--- config.mk ---
export PLATFORM = sky130hd
export DESIGN_NAME = fp4_to_fp6_unpacker_flat
export DESIGN_NICKNAME = d
export VERILOG_FILES = /design/src/rtl/fp4_to_fp6_unpacker_if.sv /design/src/rtl/fp4_to_fp6_unpacker.sv /design/src/flat_wrapper.sv
export SDC_FILE = /design/constraint.sdc
export NUM_CORES = 1
export LEC_CHECK = 0
export ABC_AREA = 1
export BUFFER_PORTS_ARGS = -buffer_cell sky130_fd_sc_hd__clkbuf_2
export CORE_MARGIN = 2
export CORE_UTILIZATION = 57
export CTS_BUF_LIST = sky130_fd_sc_hd__clkbuf_8
export DETAILED_ROUTE_END_ITERATION = 6
export GPL_ROUTABILITY_DRIVEN = 0
export PLACE_DENSITY_LB_ADDON = 0.2
export SKIP_LAST_GASP = 1
export SLEW_MARGIN = 20
export SYNTH_ARGS = -nofsm -noshare
export SYNTH_HDL_FRONTEND = slang
export SYNTH_SLANG_ARGS = --single-unit
--- constraint.sdc ---
create_clock -name clk -period 2.1 [get_ports clk]
set_input_delay 0.63 -clock clk [delete_from_list [all_inputs] [get_ports clk]]
set_output_delay 0.63 -clock clk [all_outputs]
set_load 0.02 [all_outputs]
--- src/rtl/fp4_to_fp6_unpacker_if.sv ---
// Stream bundle between the FP4 word source, the unpacker and the FP6 lane sink.
// Handshake: a beat transfers on the rising edge where valid && ready; the sender holds its payload until then.
interface fp4_to_fp6_unpacker_if #(
  parameter int LANES = 8
);
  logic                 in_valid;
  logic                 in_ready;
  logic [4*LANES-1:0]   in_data;
  logic                 in_last;
  logic                 out_valid;
  logic                 out_ready;
  logic [5:0]           out_data;
  logic                 out_special;
  logic                 out_last;

  modport slave (
    input  in_valid, in_data, in_last, out_ready,
    output in_ready, out_valid, out_data, out_special, out_last
  );

  modport master (
    output in_valid, in_data, in_last, out_ready,
    input  in_ready, out_valid, out_data, out_special, out_last
  );
endinterface

--- src/rtl/fp4_to_fp6_unpacker.sv ---
// Unpacks words of LANES FP4 codes into one exact FP6 element per cycle, lane 0 first,
// and keeps a saturating count of Inf/NaN elements delivered downstream.
module fp4_to_fp6_unpacker #(
  parameter int LANES = 8
) (
  input  logic                       clk,
  input  logic                       rst_n,
  fp4_to_fp6_unpacker_if.slave       bus,
  input  logic                       clr_count,
  output logic [15:0]                special_count
);
  localparam int IW = $clog2(LANES);

  logic [4*LANES-1:0] r_hold;
  logic               r_last;
  logic               r_loaded;
  logic [IW-1:0]      r_idx;
  logic [15:0]        r_cnt;

  logic [4*LANES-1:0] w_shift;
  logic [3:0]         w_code;
  logic               w_idx_end;
  logic               w_out_fire;
  logic               w_in_ready;
  logic               w_in_fire;
  logic               w_special;
  logic [5:0]         w_fp6;

  assign w_shift    = r_hold >> {r_idx, 2'b00};
  assign w_code     = w_shift[3:0];
  assign w_idx_end  = (r_idx == IW'(LANES - 1));
  assign w_out_fire = r_loaded & bus.out_ready;
  // The last lane draining frees the holding register in the same cycle, so words stream without a bubble.
  assign w_in_ready = ~r_loaded | (w_out_fire & w_idx_end);
  assign w_in_fire  = bus.in_valid & w_in_ready;
  assign w_special  = (w_code[2:1] == 2'b11);

  always_comb begin
    w_fp6 = {w_code, 2'b00};
    if (w_special) begin
      w_fp6 = w_code[0] ? {w_code[3], 5'b11100} : {w_code[3], 5'b11000};
    end
  end

  assign bus.in_ready    = w_in_ready;
  assign bus.out_valid   = r_loaded;
  assign bus.out_data    = w_fp6;
  assign bus.out_special = r_loaded & w_special;
  assign bus.out_last    = r_loaded & r_last & w_idx_end;
  assign special_count   = r_cnt;

  always_ff @(posedge clk or negedge rst_n) begin
    if (!rst_n) begin
      r_hold   <= '0;
      r_last   <= 1'b0;
      r_loaded <= 1'b0;
      r_idx    <= '0;
    end else if (w_in_fire) begin
      r_hold   <= bus.in_data;
      r_last   <= bus.in_last;
      r_loaded <= 1'b1;
      r_idx    <= '0;
    end else if (w_out_fire) begin
      if (w_idx_end) begin
        r_idx    <= '0;
        r_loaded <= 1'b0;
      end else begin
        r_idx <= r_idx + IW'(1);
      end
    end
  end

  // Clear wins over a simultaneous special transfer.
  always_ff @(posedge clk or negedge rst_n) begin
    if (!rst_n) begin
      r_cnt <= '0;
    end else if (clr_count) begin
      r_cnt <= '0;
    end else if (w_out_fire && w_special && (r_cnt != 16'hFFFF)) begin
      r_cnt <= r_cnt + 16'd1;
    end
  end
endmodule

--- src/flat_wrapper.sv ---
// flat-port wrapper written by rule: the top's interface ports become plain ports
module fp4_to_fp6_unpacker_flat 
#(
  parameter int LANES = 8
)
  (clk, rst_n, clr_count, special_count, bus_in_valid, bus_in_data, bus_in_last, bus_out_ready, bus_in_ready, bus_out_valid, bus_out_data, bus_out_special, bus_out_last);
  fp4_to_fp6_unpacker_if #(.LANES(LANES)) bus_i ();
  input  logic clk;
  input  logic rst_n;
  input  logic clr_count;
  output logic [15:0] special_count;
  input wire logic [$bits(bus_i.in_valid)-1:0] bus_in_valid;
  input wire logic [$bits(bus_i.in_data)-1:0] bus_in_data;
  input wire logic [$bits(bus_i.in_last)-1:0] bus_in_last;
  input wire logic [$bits(bus_i.out_ready)-1:0] bus_out_ready;
  output wire logic [$bits(bus_i.in_ready)-1:0] bus_in_ready;
  output wire logic [$bits(bus_i.out_valid)-1:0] bus_out_valid;
  output wire logic [$bits(bus_i.out_data)-1:0] bus_out_data;
  output wire logic [$bits(bus_i.out_special)-1:0] bus_out_special;
  output wire logic [$bits(bus_i.out_last)-1:0] bus_out_last;
  assign bus_i.in_valid = bus_in_valid;
  assign bus_i.in_data = bus_in_data;
  assign bus_i.in_last = bus_in_last;
  assign bus_i.out_ready = bus_out_ready;
  assign bus_in_ready = bus_i.in_ready;
  assign bus_out_valid = bus_i.out_valid;
  assign bus_out_data = bus_i.out_data;
  assign bus_out_special = bus_i.out_special;
  assign bus_out_last = bus_i.out_last;
  fp4_to_fp6_unpacker #(.LANES(LANES)) u_core (.clk(clk), .rst_n(rst_n), .bus(bus_i), .clr_count(clr_count), .special_count(special_count));
endmodule
# Yosys cells after proc, flatten, opt, wreduce, memory -nomap -nowiden
# Index checks and enable logic that the tools add are counted.
[classes]
addsub = 2
reduce_logical = 6
shift = 1
eq_ne = 3
n_mux = 10
bitwise_logic = 8
[op_table]
columns = ["op", "n"]
rows = [
  ["$mux 16", 2],
  ["$shr 32x5->4", 1],
  ["$add 16x1->16 const B", 1],
  ["$ne 16x16->1 const B", 1],
  ["$mux 3", 4],
  ["$and 1x1->1", 6],
  ["$reduce_bool 2->1", 3],
  ["$mux 5", 1],
  ["$add 3x1->3 const B", 1],
  ["$eq 3x3->1 const B", 1],
  ["$mux 1", 3],
  ["$eq 2x2->1 const B", 1],
  ["$logic_and 1x1->1", 2],
  ["$reduce_and 2->1", 1],
  ["$not 1->1", 1],
  ["$or 1x1->1", 1],
]
[word_totals]
word_cells = 35
input_bits = 38
regBits = 53

# Longest topological paths before layout
[depth]
depth_word = 6
ltp_mapped = 12
depth_no_buf = 11

# Worst setup path before layout
# No wires, ideal clock.
[synth_path]
path_kind = "flip-flop to output port"
startpoint = "register u_core.r_idx[0]"
endpoint = "output bus_out_data[2]"
setup_slack_ns = -0.006
n_path_buf = 2
stages_incl_launch_ff = 8
arrival_ns = 1.476
path_cell_list = "dfrtp_1 -> buf_6 -> inv_2 -> clkbuf_1 -> nor2_1 -> o22ai_1 -> nor2_1 -> a31oi_1"
[synth_between]
elab_chain_len = 3
word_cells_on_any_way = 4
[synth_lines]
columns = ["element", "line", "source"]
rows = [
  ["from (decl)", "fp4_to_fp6_unpacker.sv:17", "logic [IW-1:0] r_idx;"],
  ["from (signal assigned)", "fp4_to_fp6_unpacker.sv:68", "r_idx <= r_idx + IW'(1);"],
  ["$shr 32x5->4 *", "fp4_to_fp6_unpacker.sv:29", "assign w_shift = r_hold >> {r_idx, 2'b00};"],
  ["$eq 2x2->1 or $mux 3 (tied branches)", "fp4_to_fp6_unpacker.sv:36, fp4_to_fp6_unpacker.sv:41", ""],
  ["$mux 5 *", "fp4_to_fp6_unpacker.sv:40", "if (w_special) begin"],
  ["to (decl)", "flat_wrapper.sv:18", "output wire logic [$bits(bus_i.out_data)-1:0] bus_out_data;"],
]
# Every way passes the cells marked *; elsewhere a longest branch is shown, timed or not.

# Worst setup path in the final report
[layout_path]
startpoint = "register u_core.r_idx[0]"
endpoint = "output bus_out_data[4]"
[layout_between]
elab_chain_len = 3
[layout_lines]
columns = ["element", "line", "source"]
rows = [
  ["$shr 32x5->4 *", "fp4_to_fp6_unpacker.sv:29", ""],
  ["$eq 2x2->1", "fp4_to_fp6_unpacker.sv:36", "assign w_special = (w_code[2:1] == 2'b11);"],
  ["$mux 5 *", "fp4_to_fp6_unpacker.sv:40", ""],
]
# Marks and branches as above.

==> results.md <==
- Status: finished, violations left
- Violated checks: setup timing
- Initial core utilization: between 50% and 60%
- Residual DRC: 0
- Die area: 0.00589 mm2
- Largest net degree at the start of global routing: 54
- Static Leak: about 2.0 nW
- RSZ-0062 raised after global routing: yes
- CTS sink count: 53
- CP Class: flip-flop to output pin
- Compound-gate portion of the synthesized area: roughly 6.5%
- DP Wirelength: about 4300 um
- CP required: ~1500 ps
- Clock root buffer: clkbuf_8
- CTS tree: done
- Mux cell area share after synthesis: under 10%
- Yosys warns: 0
- Die width: approximately 77 um
- I/O Pins: 64
- Final Slew Violations: 0
- Row count: 26
- Placed cell count: between 400 and 500
- Crit. End Element: output pin
- DRT Pass-1 Iters: 4
- Simple-gate share of the synthesized area: about 28%
- Family with the most delay on the worst path: flip-flops
- Fin crit period: around 2200 ps
- VDD IR-drop max: approximately 0.0008 V
- Wire length per cell: approximately 13 um
- Startpoint types: flip-flop
- First-pass GRT wire length: roughly 11000 um
- DR vias: between 2000 and 3000
- Gr ovfl total: 0
- CTS Buf Count: 5
- Maximum capacitance violations: 0
- Synth Area in XOR/XNOR: ~1.7%
- Share of post-route cells with drive strength above 1: a little under 30%
- Final Cycle Share: 104%
- Crit path arrival time: 1550 ps
- Worst Setup Slack, final: -78.9 ps
- Main combinational cell family by area after synthesis: simple AND/OR/NAND/NOR gates
- Skew-Pair Late Insertion Delay: roughly 300 ps
- Worst Skew: about 10 ps
- Post-route ant nets: 0
- Ant. Diodes: 0
- CTS Buffer Depth: 2
- Worst-path cell chain: buf_6, nand2_1, nand3_1, nand2_1, nand2_1, nand2_2, buf_4, clkbuf_8
- # setup viols final: 6
- Slowest-stage cell, CP: dfrtp_2
- Vias/cell: 5.19
- Final hold vios: 0
- Layout Cells excl Fill: slightly below 500
- Die height: between 70 and 80 um
- CP max FO: 8
- Flop2flop setup slack: about 140 ps
- Synth cell types: 34
- Seq/Total Area, Yosys: between 40% and 50%
- Area Overhead vs Synth: 19.0%
- CTS clk-pin slew, worst paths: 100 ps
- Total Power: 4.30 mW
- Most used cell, CP: nand2_1
- Crit-path max cell delay: roughly 460 ps
- Total Wirelength: between 6000 and 7000 um
- Final hold slack: about 300 ps
- Drt first-iter violations: roughly 140
- Number of buffers and inverters on the critical path: 3
- Gr usage total: between 20 and 25%
- Max Fclk: about 460 MHz
- Initial antenna violation count: 0
- Post-Synth Adder-Cell Area: 1.24%
- Mapped Avg Cell Area: 8.55 um2
- Synth Instances: 353
- Mapped Area: between 0.003 and 0.004 mm2
- P per Cell Area: between 1000 and 1500 mW/mm2
- Path type of the worst min-delay path: input port to async pin
- Core Footprint: between 0.005 and 0.006 mm2
- Vias in the first global route: 2433
- PortBufs: 61
- Final #Nets: between 400 and 500
- Post-synthesis register bit count: 53
- Htree depth: 2
-- synth_stat cells (all sizes together) --
library cell / n / area, um2
o31ai: 1 / 7.51
and2: 1 / 6.26
o22ai: 2 / 12.5
nand2: 68 / 290
a31oi: 2 / 12.5
nand3: 34 / 183
mux2: 17 / 251
a21oi: 17 / 85.1
nand4: 18 / 128
conb: 1 / 3.75
clkinv: 1 / 5.00
ha: 3 / 37.5
buf: 14 / 123
dfrtp: 53 / 1330
o21ai: 15 / 78.8
nor3: 2 / 15.0
xor2: 5 / 43.8
clkbuf: 3 / 11.3
nor2: 52 / 226
inv: 43 / 161
xnor2: 1 / 8.76
-- final timing paths --
check                               endpoint         startpoint  cells past startpoint
hold reg to reg            u_core.r_hold[23]  u_core.r_hold[23]                      1
min in group clk           u_core.r_hold[23]  u_core.r_hold[23]                      1
setup / recovery             bus_out_data[4]    u_core.r_idx[0]                      8
hold / removal              u_core.r_hold[2]              rst_n                      2
max in group asynchronous    u_core.r_idx[1]              rst_n                      2
setup reg to reg           u_core.r_hold[12]    u_core.r_idx[1]                      8
-- layer usage --
| metal | vias up | share of wire [%] | track usage (%) |
|---|---|---|---|
| met5 | - | 0 | 0 |
| met4 | 0 | 0.45 | 5.45 |
| met3 | 2 | 5.4 | 4.00 |
| met2 | 74 | 47 | 37.7 |
| met1 | 1190 | 47 | 32.5 |
| li1 | 1271 | - | - |
-- metrics by stage --
step           cell area, um2  setup slack (ps)  setup TNS (ps)  util [%]
4_1_cts                  3580              -110            -509      70.1
3_3_place_gp             3360               186               0      65.9
5_1_grt                  3590              -194           -1040      70.3
3_5_place_dp             3360               110               0      65.9
6_report                 3590             -78.9            -319      70.3
2_1_floorplan            3020             -6.31           -12.6         -
-- where the power goes --
| group | internal (mW) | leakage [nW] | switching (mW) |
|---|---|---|---|
| clock network | 0.353 | 0.0595 | 0.327 |
| logic | 0.954 | 1.25 | 1.08 |
| registers | 1.37 | 0.646 | 0.210 |
| total | 2.68 | 1.96 | 1.62 |
-- kinds of logic (layout without fill, tap and decap cells) --
family | after synthesis | count (layout)
other | 1 | 2
DFF | 53 | 53
muxes | 17 | 17
buffers and inverters | 61 | 126
and+or+nand+nor | 175 | 175
xor gates and xnor gates | 6 | 6
adders and majority gates | 3 | 3
AOI/OAI and AO/OA | 37 | 37
-- worst reg2reg max path, delay by kind of cell, from the launching register on --
family	cells	cell delay, ps
buffers and inverters	3	450
flip-flops	1	480
AO/OA/AOI/OAI	1	70
multiplexers	1	380
AND/OR/NAND/NOR	1	90
adder cells (fa/ha/maj)	2	400
-- cell usage in the layout, fill, tap and decap left out, types with 2 or more instances in the layout --
cell type  count
clkbuf_8       8
dfrtp_1       51
nand3_1       33
conb_1         2
nand4_1       17
buf_12         2
nand2_1       59
o21ai_0       12
o21ai_1        2
a21oi_1       17
mux2_4        16
o22ai_1        2
buf_6          2
inv_1         42
nor2_4         3
ha_1           3
xor2_1         5
a31oi_1        2
clkinv_4       3
dfrtp_2        2
nand2_4        3
clkbuf_2      54
nor2_1        47
nand2_2        6
buf_4         12
-- flip-flops by register name, summed over array words and instances (netlist names) --
| name | cells |
|---|---|
| u_core.special_count | 16 |
| u_core.r_hold | 32 |
| u_core.r_idx | 3 |
| u_core.bus.out_valid | 1 |
| u_core.r_last | 1 |
-- final cells by class --
cell class | instances | area, um2
inverters | 44 | 175
repair buffers | 74 | 479
flip-flops and latches | 53 | 1330
multi-input cells | 240 | 1410
clock buffers | 5 | 68.8
clock inverters | 3 | 42.5
well taps | 70 | 87.6
fillers | 415 | 1520
-- repair_timing --
action,CTS,global route
hold buffers,0,0
endpoints found under the setup margin,7,7
gates resized for setup,22,8
pin swaps,13,5
setup buffers,5,0
Power figures use the tool's default switching activity.
